### src/rtl/alu_result_fifo.sv
// Result buffer between the ALU and its consumer: stores {cout,z} beats in
// strict FIFO order and converts consumer back-pressure into a full-only stall.
module alu_result_fifo #(
  parameter int DW    = 8,
  parameter int DEPTH = 4
) (
  input  logic                     clk,
  input  logic                     rst,
  input  logic                     pushin,
  input  logic [DW-1:0]            z_in,
  input  logic                     cout_in,
  output logic                     stopout,
  output logic                     pushout,
  output logic [DW-1:0]            z,
  output logic                     cout,
  input  logic                     stopin,
  output logic [$clog2(DEPTH):0]   count,
  output logic                     overflow
);

  localparam int AW = $clog2(DEPTH);
  localparam int CW = AW + 1;

  logic [DW:0]    mem [DEPTH];
  logic [AW-1:0]  wr_ptr;
  logic [AW-1:0]  rd_ptr;
  logic [CW-1:0]  cnt;
  logic           ovf;
  logic           blk_p1;
  logic           wr_en;
  logic           rd_en;

  // Flags come only from registered occupancy, so stopin never reaches stopout.
  assign stopout  = (cnt == CW'(DEPTH));
  assign pushout  = (cnt != '0);
  assign count    = cnt;
  assign overflow = ovf;
  assign wr_en    = pushin && !stopout;
  assign rd_en    = pushout && !stopin;
  assign {cout, z} = pushout ? mem[rd_ptr] : '0;

  always_ff @(posedge clk) begin
    if (wr_en) mem[wr_ptr] <= {cout_in, z_in};
  end

  always_ff @(posedge clk or posedge rst) begin
    if (rst) begin
      wr_ptr <= '0;
      rd_ptr <= '0;
      cnt    <= '0;
      ovf    <= 1'b0;
      blk_p1 <= 1'b0;
    end else begin
      if (wr_en) wr_ptr <= wr_ptr + AW'(1);
      if (rd_en) rd_ptr <= rd_ptr + AW'(1);
      case ({wr_en, rd_en})
        2'b10:   cnt <= cnt + CW'(1);
        2'b01:   cnt <= cnt - CW'(1);
        default: cnt <= cnt;
      endcase
      // A beat held under stop is a retry; withdrawing it while still full loses it.
      blk_p1 <= pushin && stopout;
      if (blk_p1 && !pushin && stopout) ovf <= 1'b1;
    end
  end

endmodule

### config.mk
export PLATFORM = sky130hd
export DESIGN_NAME = alu_result_fifo
export DESIGN_NICKNAME = d
export VERILOG_FILES = /design/src/rtl/alu_result_fifo.sv
export SDC_FILE = /design/constraint.sdc
export NUM_CORES = 1
export LEC_CHECK = 0
export CORE_ASPECT_RATIO = 0.8
export CORE_MARGIN = 1
export CORE_UTILIZATION = 48
export DETAILED_ROUTE_END_ITERATION = 8
export MAX_ROUTING_LAYER = met4
export PLACE_DENSITY_LB_ADDON = 0.08
export SETUP_SLACK_MARGIN = 0.4
export SYNTH_ARGS = -nofsm -noshare
export SYNTH_HDL_FRONTEND = slang
export SYNTH_SLANG_ARGS = --single-unit
### constraint.sdc
create_clock -name clk -period 1.8 [get_ports clk]
set_input_delay 0.27 -clock clk [delete_from_list [all_inputs] [get_ports clk]]
set_output_delay 0.27 -clock clk [all_outputs]
set_load 0.01 [all_outputs]
==> impl_metrics.env <==
export IMPL_stdcell_area_sq_um=2780
export IMPL_dieArea_sq_um=4320
export IMPL_peakVddDrop_mv=0.995
export IMPL_place_inst=194
export IMPL_rows=20
export IMPL_violations="setup timing"
export IMPL_synth_xor_area_share_pct=2.70
export IMPL_cellPowerDensity_nw_per_um2=1700
export IMPL_post_dp_cell_area_sq_um=2410
export IMPL_yosys_top_cells_area="edfxtp_1 56%, dfrtp_1 12%, mux4_2 9.3%"
export IMPL_dp_hpwl_mm=2.23
export IMPL_muxShareOfSynthArea_pct=11.9
export IMPL_grt_pass1_wl_mm=5.71
export IMPL_path_max_fanout=5
export IMPL_seq_area_frac_synth_pct=67.1
export IMPL_syn_num_nets=120
export IMPL_yosys_warnings=0
export IMPL_vias_per_cell=4.87
export IMPL_fillers=254
export IMPL_clk_path_buf_depth=2
export IMPL_grt_setup_unrepaired="true"
export IMPL_layout_common_cells="36 x edfxtp_1, 25 x buf_6, 13 x buf_4"
export IMPL_hp_class="in2async"
export IMPL_total_power_mw=4.72
export IMPL_crit_slowest_cell="mux4_2"
export IMPL_leakagePower_nw=1.12
export IMPL_wl_per_cell_microns=16.2
export IMPL_drtPass1Iterations=4
export IMPL_crit_cells=5
export IMPL_synth_seq_cells=45
export IMPL_maxCapViolCount=0
export IMPL_cts_tree="done"
export IMPL_synth_top_family_by_area="multiplexers"
export IMPL_post_synth_top_area_cell="edfxtp_1"
export IMPL_synth_simple_area_share_pct=10.7
export IMPL_crit_required_ns=1.53
export IMPL_worst_pin_slew_ns=0.370
export IMPL_slowest_delay_ns=0.48
export IMPL_crit_type="reg2out"
export IMPL_htreeDepth=2
export IMPL_synthAdderAreaFrac_pct=4.24
export IMPL_whs_ns=0.279
export IMPL_path_buf_inv=3
export IMPL_fin_crit_ns=1.93
export IMPL_grtUsageTotal_pct=20.1
export IMPL_antenna_left=0
export IMPL_crit_chain="buf_6, buf_6, mux4_2, nor2b_4, buf_6"
export IMPL_netlist_area_sq_um=1950
export IMPL_netlist_instances=101
export IMPL_die_h_microns=59.0
export IMPL_initial_core_util_pct=50.8
export IMPL_grt_pass1_vias=1106
export IMPL_die_w_microns=73.2
export IMPL_worst_slack_ns=-0.125
export IMPL_max_freq_mhz=519
export IMPL_grt_max_degree=14
export IMPL_cts_root_buf="clkbuf_8"
export IMPL_drt_iter0_markers=44
export IMPL_status="finished, violations left"
export IMPL_synth_area_per_cell_sq_um=19.3
export IMPL_fin_nets=186
export IMPL_synth_compound_area_share_pct=0.450
export IMPL_cp_end_kind="output port"
export IMPL_diodes=0
export IMPL_final_cells=223
export IMPL_drc=0
export IMPL_layout_commonest_cell="edfxtp_1"
export IMPL_drive_gt1_share_pct=54.2
export IMPL_cpMostUsedCell="buf_6"
export IMPL_vias=1087
export IMPL_finalMaxSlewViolations=0
export IMPL_worstPathArrival_ns=1.66
export IMPL_max_slew_margin_pct=75.3
export IMPL_tns_ns=-0.842
export IMPL_period_share_pct=107
export IMPL_gp_congestion=0.656
export IMPL_overflow=0
export IMPL_port_buffers=27
export IMPL_synth_cell_types=23
export IMPL_areaGrowthSynthToFinish_pct=42.7
export IMPL_io_pins=28
export IMPL_numCtsBuffers=5
export IMPL_crit_family="multiplexers"
export IMPL_hold_viol_final=0
export IMPL_setup_viol=11
export IMPL_r2r_cells=10
export IMPL_synth_top_area_share_pct=55.5
export IMPL_clk_latency_ns=0.29
export IMPL_clkTransAtPathRegs_ns=0.08
export IMPL_cts_sinks=45
export IMPL_critPathLaunchType="flip-flop"
export IMPL_antenna_found_initial=0
export IMPL_skew_ns=0.00779
export IMPL_core_area_sq_um=3830
export IMPL_drt_wl_total_mm=3.61
per-layer routing:
| layer | up-vias | share of wire [%] | routed length, microns | track usage (%) |
|---|---|---|---|---|
| met3 | 5 | 2.9 | 106 | 6.16 |
| li1 | 503 | - | - | - |
| met1 | 559 | 46 | 1650 | 26.9 |
| met4 | 0 | 1.1 | 38 | 5.88 |
| met2 | 20 | 50 | 1810 | 30.0 |
| met5 | - | 0 | 0 | - |
worst paths after layout:
check,slack [ns],from,endpoint
max reg2reg,-0.08,count[0],count[2]
min reg2reg,0.47,overflow,overflow
max in group asynchronous,1.23,rst,count[1]
min in group clk,0.47,overflow,overflow
min,0.28,rst,blk_p1
max,-0.13,rd_ptr[0],z[5]
per-stage QoR:
stage | utilization (%) | setup WS [ns]
3_3_place_gp | 62.9 | -0.103
6_report | 72.6 | -0.125
4_1_cts | 71.6 | -0.125
5_1_grt | 72.6 | -0.210
2_1_floorplan | - | -0.100
3_5_place_dp | 62.9 | -0.165
cells in the mapped netlist:
cell type  instances
edfxtp_1          36
dfrtp_1            9
inv_1              9
mux4_2             8
nor2b_4            8
and2_1             5
ha_1               5
xor2_1             4
nor2_1             2
xnor2_1            2
a31o_2             1
buf_4              1
buf_6              1
clkbuf_2           1
fa_1               1
mux2_4             1
mux2i_1            1
mux4_1             1
nor2_4             1
nor2b_1            1
nor3_2             1
nor3b_2            1
nor3b_4            1
final cells by class:
cell class              count  area [sq um]  area share [%]
flip-flops and latches     45          1310            47.1
multi-input cells          48           674            24.3
repair buffers             58           603            21.7
clock buffers               8          90.1            3.24
well taps                  55          68.8            2.48
inverters                   9          33.8            1.22
logic make-up after synthesis:
family	count (synthesis)
flops	45
fa+ha+maj	6
mux	11
buf+inv	12
compound gates	1
simple gates	20
xor+xnor	6
flip-flops by register name (all words and copies together), names as in the netlist:
signal / flops
blk_p1: 1
count: 3
mem: 36
overflow: 1
rd_ptr: 2
wr_ptr: 2
where the power goes:
group | internal [mW] | switching [mW] | total [mW]
registers | 1.41 | 0.125 | 1.53
logic | 1.58 | 0.987 | 2.57
clock network | 0.313 | 0.308 | 0.621
total | 3.30 | 1.42 | 4.72
repair_timing:
action | in CTS | in global routing
cloned | 5 | 0
hold buffers | 0 | 0
pin swaps | 11 | 3
resized for setup | 90 | 6
setup buffers | 14 | 2
endpoints found under the setup margin | 54 | 56
Note: power is estimated with default switching activity, not from simulation.
